<file path="config.mk">
export PLATFORM = sky130hd
export DESIGN_NAME = idex_skid_stage
export DESIGN_NICKNAME = d
export VERILOG_FILES = /design/src/rtl/idex_pkg.sv /design/src/rtl/pipe_skid_buf.sv /design/src/rtl/idex_skid_stage.sv
export SDC_FILE = /design/constraint.sdc
export NUM_CORES = 1
export LEC_CHECK = 0
export ABC_AREA = 1
export CAP_MARGIN = 15
export CORE_MARGIN = 2
export CORE_UTILIZATION = 35
export DETAILED_ROUTE_END_ITERATION = 7
export PLACE_DENSITY = 0.71
export SLEW_MARGIN = 20
export SYNTH_ARGS = -nofsm -noshare
export SYNTH_HDL_FRONTEND = slang
export SYNTH_SLANG_ARGS = --single-unit
</file>
<file path="constraint.sdc">
create_clock -name clk -period 4.3 [get_ports clk]
set_clock_uncertainty 0.2 [all_clocks]
set_input_delay 0.645 -clock clk [delete_from_list [all_inputs] [get_ports clk]]
set_output_delay 0.645 -clock clk [all_outputs]
set_load 0.02 [all_outputs]
</file>
<file path="src/rtl/idex_pkg.sv">
// ID/EX stage shared constants: control-word layout and the NOP control value.
package idex_pkg;

  localparam int CTRL_W = 8;

  // Control bit positions inside the packed control word.
  localparam int CTRL_REGDST   = 7;
  localparam int CTRL_MEMREAD  = 6;
  localparam int CTRL_MEMTOREG = 5;
  localparam int CTRL_ALUOP_HI = 4;
  localparam int CTRL_ALUOP_LO = 3;
  localparam int CTRL_MEMWRITE = 2;
  localparam int CTRL_ALUSRC   = 1;
  localparam int CTRL_REGWRITE = 0;

  // ALUOp is a 2-bit field starting at CTRL_ALUOP_LO.
  localparam int ALUOP_W = CTRL_ALUOP_HI - CTRL_ALUOP_LO + 1;

  // Bubble control: no register or memory write, nothing architecturally visible.
  localparam logic [CTRL_W-1:0] CTRL_NOP = '0;

  // Extract the ALUOp field from a control word.
  function automatic logic [ALUOP_W-1:0] ctrl_aluop(input logic [CTRL_W-1:0] c);
    return c[CTRL_ALUOP_HI:CTRL_ALUOP_LO];
  endfunction

endpackage

</file>
<file path="src/rtl/pipe_skid_buf.sv">
// Generic 2-entry skid buffer: main entry drives the output, skid entry
// absorbs the one extra beat that arrives while the output is stalled.
module pipe_skid_buf #(
  parameter int PAY_W = 8
) (
  input  logic             clk,
  input  logic             rst,
  input  logic             flush,
  input  logic             in_valid,
  output logic             in_ready,
  input  logic [PAY_W-1:0] in_data,
  output logic             out_valid,
  input  logic             out_ready,
  output logic [PAY_W-1:0] out_data
);

  logic [PAY_W-1:0] main_q, main_d, skid_q, skid_d;
  logic             main_vld_q, main_vld_d, skid_vld_q, skid_vld_d;
  logic             accept, drain;

  // Skid only fills while main is full, so !skid_vld is the free-slot flag.
  assign in_ready  = !skid_vld_q;
  assign out_valid = main_vld_q;
  assign out_data  = main_q;
  assign accept    = in_valid && in_ready;
  assign drain     = main_vld_q && out_ready;

  // Next-state: keep FIFO order, refill main from skid before taking new input.
  always_comb begin
    main_d     = main_q;
    main_vld_d = main_vld_q;
    skid_d     = skid_q;
    skid_vld_d = skid_vld_q;
    if (flush) begin
      main_vld_d = 1'b0;
      skid_vld_d = 1'b0;
    end else if (!main_vld_q || drain) begin
      if (skid_vld_q) begin
        // in_ready is low here, so no same-cycle accept can compete.
        main_d     = skid_q;
        main_vld_d = 1'b1;
        skid_vld_d = 1'b0;
      end else begin
        main_vld_d = accept;
        if (accept) main_d = in_data;
      end
    end else if (accept) begin
      skid_d     = in_data;
      skid_vld_d = 1'b1;
    end
  end

  // State registers; reset clears payload as well as valid bits.
  always_ff @(posedge clk) begin
    if (rst) begin
      main_q     <= '0;
      skid_q     <= '0;
      main_vld_q <= 1'b0;
      skid_vld_q <= 1'b0;
    end else begin
      main_q     <= main_d;
      skid_q     <= skid_d;
      main_vld_q <= main_vld_d;
      skid_vld_q <= skid_vld_d;
    end
  end

endmodule

</file>
<file path="src/rtl/idex_skid_stage.sv">
// ID/EX pipeline register with valid/ready flow control, skid buffering,
// flush, bubble-masked control and a saturating stall counter.
module idex_skid_stage #(
  parameter int DATA_W = 32,
  parameter int RID_W  = 5,
  parameter int CTRL_W = idex_pkg::CTRL_W,
  parameter int CNT_W  = 16
) (
  input  logic              clk,
  input  logic              rst,
  input  logic              flush,
  input  logic              in_valid,
  output logic              in_ready,
  input  logic [RID_W-1:0]  in_rs,
  input  logic [RID_W-1:0]  in_rt,
  input  logic [RID_W-1:0]  in_rd,
  input  logic [CTRL_W-1:0] in_ctrl,
  input  logic [DATA_W-1:0] in_imm,
  input  logic [DATA_W-1:0] in_read1,
  input  logic [DATA_W-1:0] in_read2,
  output logic              out_valid,
  input  logic              out_ready,
  output logic [RID_W-1:0]  out_rs,
  output logic [RID_W-1:0]  out_rt,
  output logic [RID_W-1:0]  out_rd,
  output logic [CTRL_W-1:0] out_ctrl,
  output logic [DATA_W-1:0] out_imm,
  output logic [DATA_W-1:0] out_read1,
  output logic [DATA_W-1:0] out_read2,
  output logic [CNT_W-1:0]  stall_cnt
);
  import idex_pkg::*;

  localparam int PAY_W = 3*RID_W + CTRL_W + 3*DATA_W;
  localparam logic [CNT_W-1:0] CNT_MAX = '1;

  logic [PAY_W-1:0]  pay_in, pay_out;
  logic [CTRL_W-1:0] ctrl_raw;
  logic [CNT_W-1:0]  cnt_q, cnt_d;

  assign pay_in = {in_rs, in_rt, in_rd, in_ctrl, in_imm, in_read1, in_read2};

  pipe_skid_buf #(.PAY_W(PAY_W)) u_buf (
    .clk       (clk),
    .rst       (rst),
    .flush     (flush),
    .in_valid  (in_valid),
    .in_ready  (in_ready),
    .in_data   (pay_in),
    .out_valid (out_valid),
    .out_ready (out_ready),
    .out_data  (pay_out)
  );

  assign {out_rs, out_rt, out_rd, ctrl_raw, out_imm, out_read1, out_read2} = pay_out;

  // Payload may be stale after a flush; only the control word is guaranteed clean.
  assign out_ctrl = out_valid ? ctrl_raw : CTRL_NOP[CTRL_W-1:0];

  // Stall counter next value: count held-but-not-taken cycles, stick at max.
  always_comb begin
    cnt_d = cnt_q;
    if (out_valid && !out_ready && (cnt_q != CNT_MAX)) cnt_d = cnt_q + 1'b1;
  end

  // Stall counter register; flush deliberately leaves it alone.
  always_ff @(posedge clk) begin
    if (rst) cnt_q <= '0;
    else     cnt_q <= cnt_d;
  end

  assign stall_cnt = cnt_q;

endmodule

</file>
==> summary.md <==
| Metric | Value |
|---|---|
| Hold depth | 2 |
| CTS tree | done |
| Die width | 188 um |
| 1st-iter DRT viols | 532 |
| Final setup violation count | 0 |
| CP required | 3450 ps |
| Clk buf depth | 3 |
| Vias in the first global route | 9456 |
| Finished Core Util | 43.8% |
| CTS buffer count | 29 |
| Vias after detailed routing | 10300 |
| Die H | 188 um |
| Seq pwr share | 43.5% |
| Max-cap viol count | 0 |
| Crit end category | output port |
| Worst EP arrival | 2080 ps |
| Vias per cell | 4.58 |
| Fin Hold WS | 243 ps |
| Worst hold endpoint | u_buf.out_data[85] |
| IO buf count | 260 |
| Grt total ovfl | 0 |
| Initial DRT Pass Iterations | 4 |
| Tot Pwr | 0.00580 W |
| Hold Vio Cnt, Final | 0 |
| VDD IR max | 0.000271 V |
| Met1 GRT Util | 20.4% |
| Detailed Route WL | 29700 um |
| Met2 usage | 28.4% |
| Yosys warnings | 0 |
| Share of cells above drive strength 1 | 3.77% |
| Combinational power share | 11.6% |
| Post-synthesis net count | 1828 |
| Worst-skew pair later-pin latency | 550 ps |
| Sinks on Clock Net | 256 |
| Initial antenna violation count | 3 |
| Mapped Cells | 1703 |
| Core box area | 33400 um2 |
| Drt drc | 0 |
| All-Layer GR Usage | 16.4% |
| H-tree depth | 1 |
| Multi-input logic area | 4620 um2 |
| Fill cells | 3366 |
| Reg2reg start | u_buf.skid_vld_q |
| Post-synthesis sequential element count | 256 |
| Clock slew at reported path FFs | 60 ps |
| P_leak | 5.83 nW |
| Net Sw Frac | 24.2% |
| Psw | 0.00140 W |
| Global routing's busiest layer | met2 |
| WL per Instance | 13.2 um |
| Largest net degree at the start of global routing | 120 |
| Final ANT Viol Nets | 0 |
| Worst hold path type | register to register |
| Syn avg cell area | 6.93 um2 |
| Internal Pwr Total | 0.00440 W |
| Cell variety after synth | 24 |
| Worst slew pin tran | 974 ps |
| RePlAce Congestion | 0.813 |
| Place WS | 1290 ps |
| Fmax | 341 MHz |
| Hold bufs inserted after CTS | 0 |
| Post-CTS Setup Inserts | 0 |
| Crit Path Max Fanout | 10 |
| Run status | finished clean |
| # resized after CTS | 0 |
| Most common cell after layout, fill and taps aside | nand2_1 |
| Final setup TNS | 0 ps |
| Setup CP Type | register to output port |
| Final cycle utilization of the critical path | 68.1% |
| Power per cell area | 397 nW/um2 |
| Global-route wire length before repair | 48100 um |
| DP HPWL | 18600 um |
| Most frequent cells in the layout | 406 x nand2_1, 282 x nor2_1, 260 x clkdlybuf4s50_1 |
| Syn Std Cell Area | 11800 um2 |
| CTS root buf | clkbuf_16 |
| Final Max Slew Viols | 0 |
| Reg-to-Reg End | u_buf.out_data[6] |
| # IOs | 261 |
| Setup repair after global routing missed its margin | no |
| Clk network pwr share | 44.9% |
| Seq. cell area | 5130 um2 |
| Placement Rows | 67 |
| Startpoint types | register |
| Post-synthesis sequential area ratio | 43.4% |
| Reg2Reg Depth | 7 |
| Initial Util | 35.4% |
| Relative slew slack | 35.0% |
| Die ar. | 35200 um2 |
| Worst hold start | u_buf.out_data[85] |
| Min Tclk post-route | 2930 ps |
| Area growth syn-to-layout | 23.9% |
| Fin nets | 1908 |
| Met3 Use GR | 4.08% |
| FF-to-FF setup slack | 1570 ps |
| Final worst-path setup slack | 1370 ps |
[cell usage after synthesis (all sizes together)]
library cell,count,area (um2)
o21ai,239,1200
a21oi,130,651
nor3,3,15.0
nand4,2,27.5
nor2,284,1070
clkinv,1,5.00
inv,142,538
clkbuf,40,151
dfxtp,256,5120
nand3,18,95.1
nand2,407,1540
ha,1,12.5
buf,180,1380
[sequential cells by signal, summed over array words and instances (netlist names)]
name and count:
u_buf.skid_q 119, u_buf.out_valid 1, stall_cnt 16, u_buf.out_data 119, u_buf.skid_vld_q 1
[worst max-delay path: stages (launching register included)]
cell and delay (ps):
dfxtp_1 690, nand2_1 180, inv_1 90, clkdlybuf4s50_1 600
[stage by stage]
| stage | instances | cell area, um2 |
|---|---|---|
| 2_1_floorplan | 1703 | 11800 |
| 3_3_place_gp | 2200 | 13600 |
| 3_5_place_dp | 2200 | 13600 |
| 4_1_cts | 2251 | 14600 |
| 5_1_grt | 2251 | 14600 |
| 6_report | 2252 | 14600 |
[routing by layer]
metal	share of wire (%)	vias up
met5	0.088	-
met3	7.1	43
met1	44	4650
met2	47	253
met4	1.9	4
li1	-	5359
[worst max-delay path by stage]
| stage | start | endpoint | slack [ps] |
|---|---|---|---|
| 3_3_place_gp | out_ready | u_buf.skid_q[58] | 1320 |
| 6_report | u_buf.out_valid | out_ctrl[5] | 1370 |
| 3_5_place_dp | in_valid | u_buf.out_data[112] | 1290 |
| 4_1_cts | u_buf.out_valid | out_ctrl[5] | 1330 |
| 5_1_grt | u_buf.out_valid | out_ctrl[1] | 1260 |
| 2_1_floorplan | out_ready | u_buf.skid_q[100] | 2480 |
[cells by family (layout without fill, tap and decap cells)]
| kind of cell | Yosys count | in the layout | synth area share (%) |
|---|---|---|---|
| AOI/OAI and AO/OA | 369 | 369 | 15.6 |
| adders and majority gates | 1 | 1 | 0.106 |
| buffers and inverters | 363 | 463 | 17.5 |
| DFF | 256 | 256 | 43.4 |
| other | 0 | 1 | 0 |
| and+or+nand+nor | 714 | 714 | 23.3 |
[power by group through the flow]
stage / Clock (W) / Sequential, W / Combinational, W
3_3_place_gp: 0 / 0.00258 / 0.000666
5_1_grt: 0.00277 / 0.00254 / 0.000740
2_1_floorplan: 0 / 0.00256 / 0.000453
4_1_cts: 0.00268 / 0.00253 / 0.000678
6_report: 0.00261 / 0.00253 / 0.000671
3_5_place_dp: 0 / 0.00258 / 0.000673
[area by class of cell]
| class | count | area share (%) |
|---|---|---|
| Sequential cell | 256 | 35.1 |
| Multi-Input combinational cell | 1084 | 31.6 |
| Timing Repair Buffer | 269 | 18.7 |
| Clock buffer | 38 | 5.75 |
| Tap cell | 448 | 3.83 |
| Inverter | 143 | 3.77 |
| Clock inverter | 13 | 1.27 |
| Antenna cell | 1 | 0.0171 |
No activity file was read; power rests on OpenSTA's default activity.
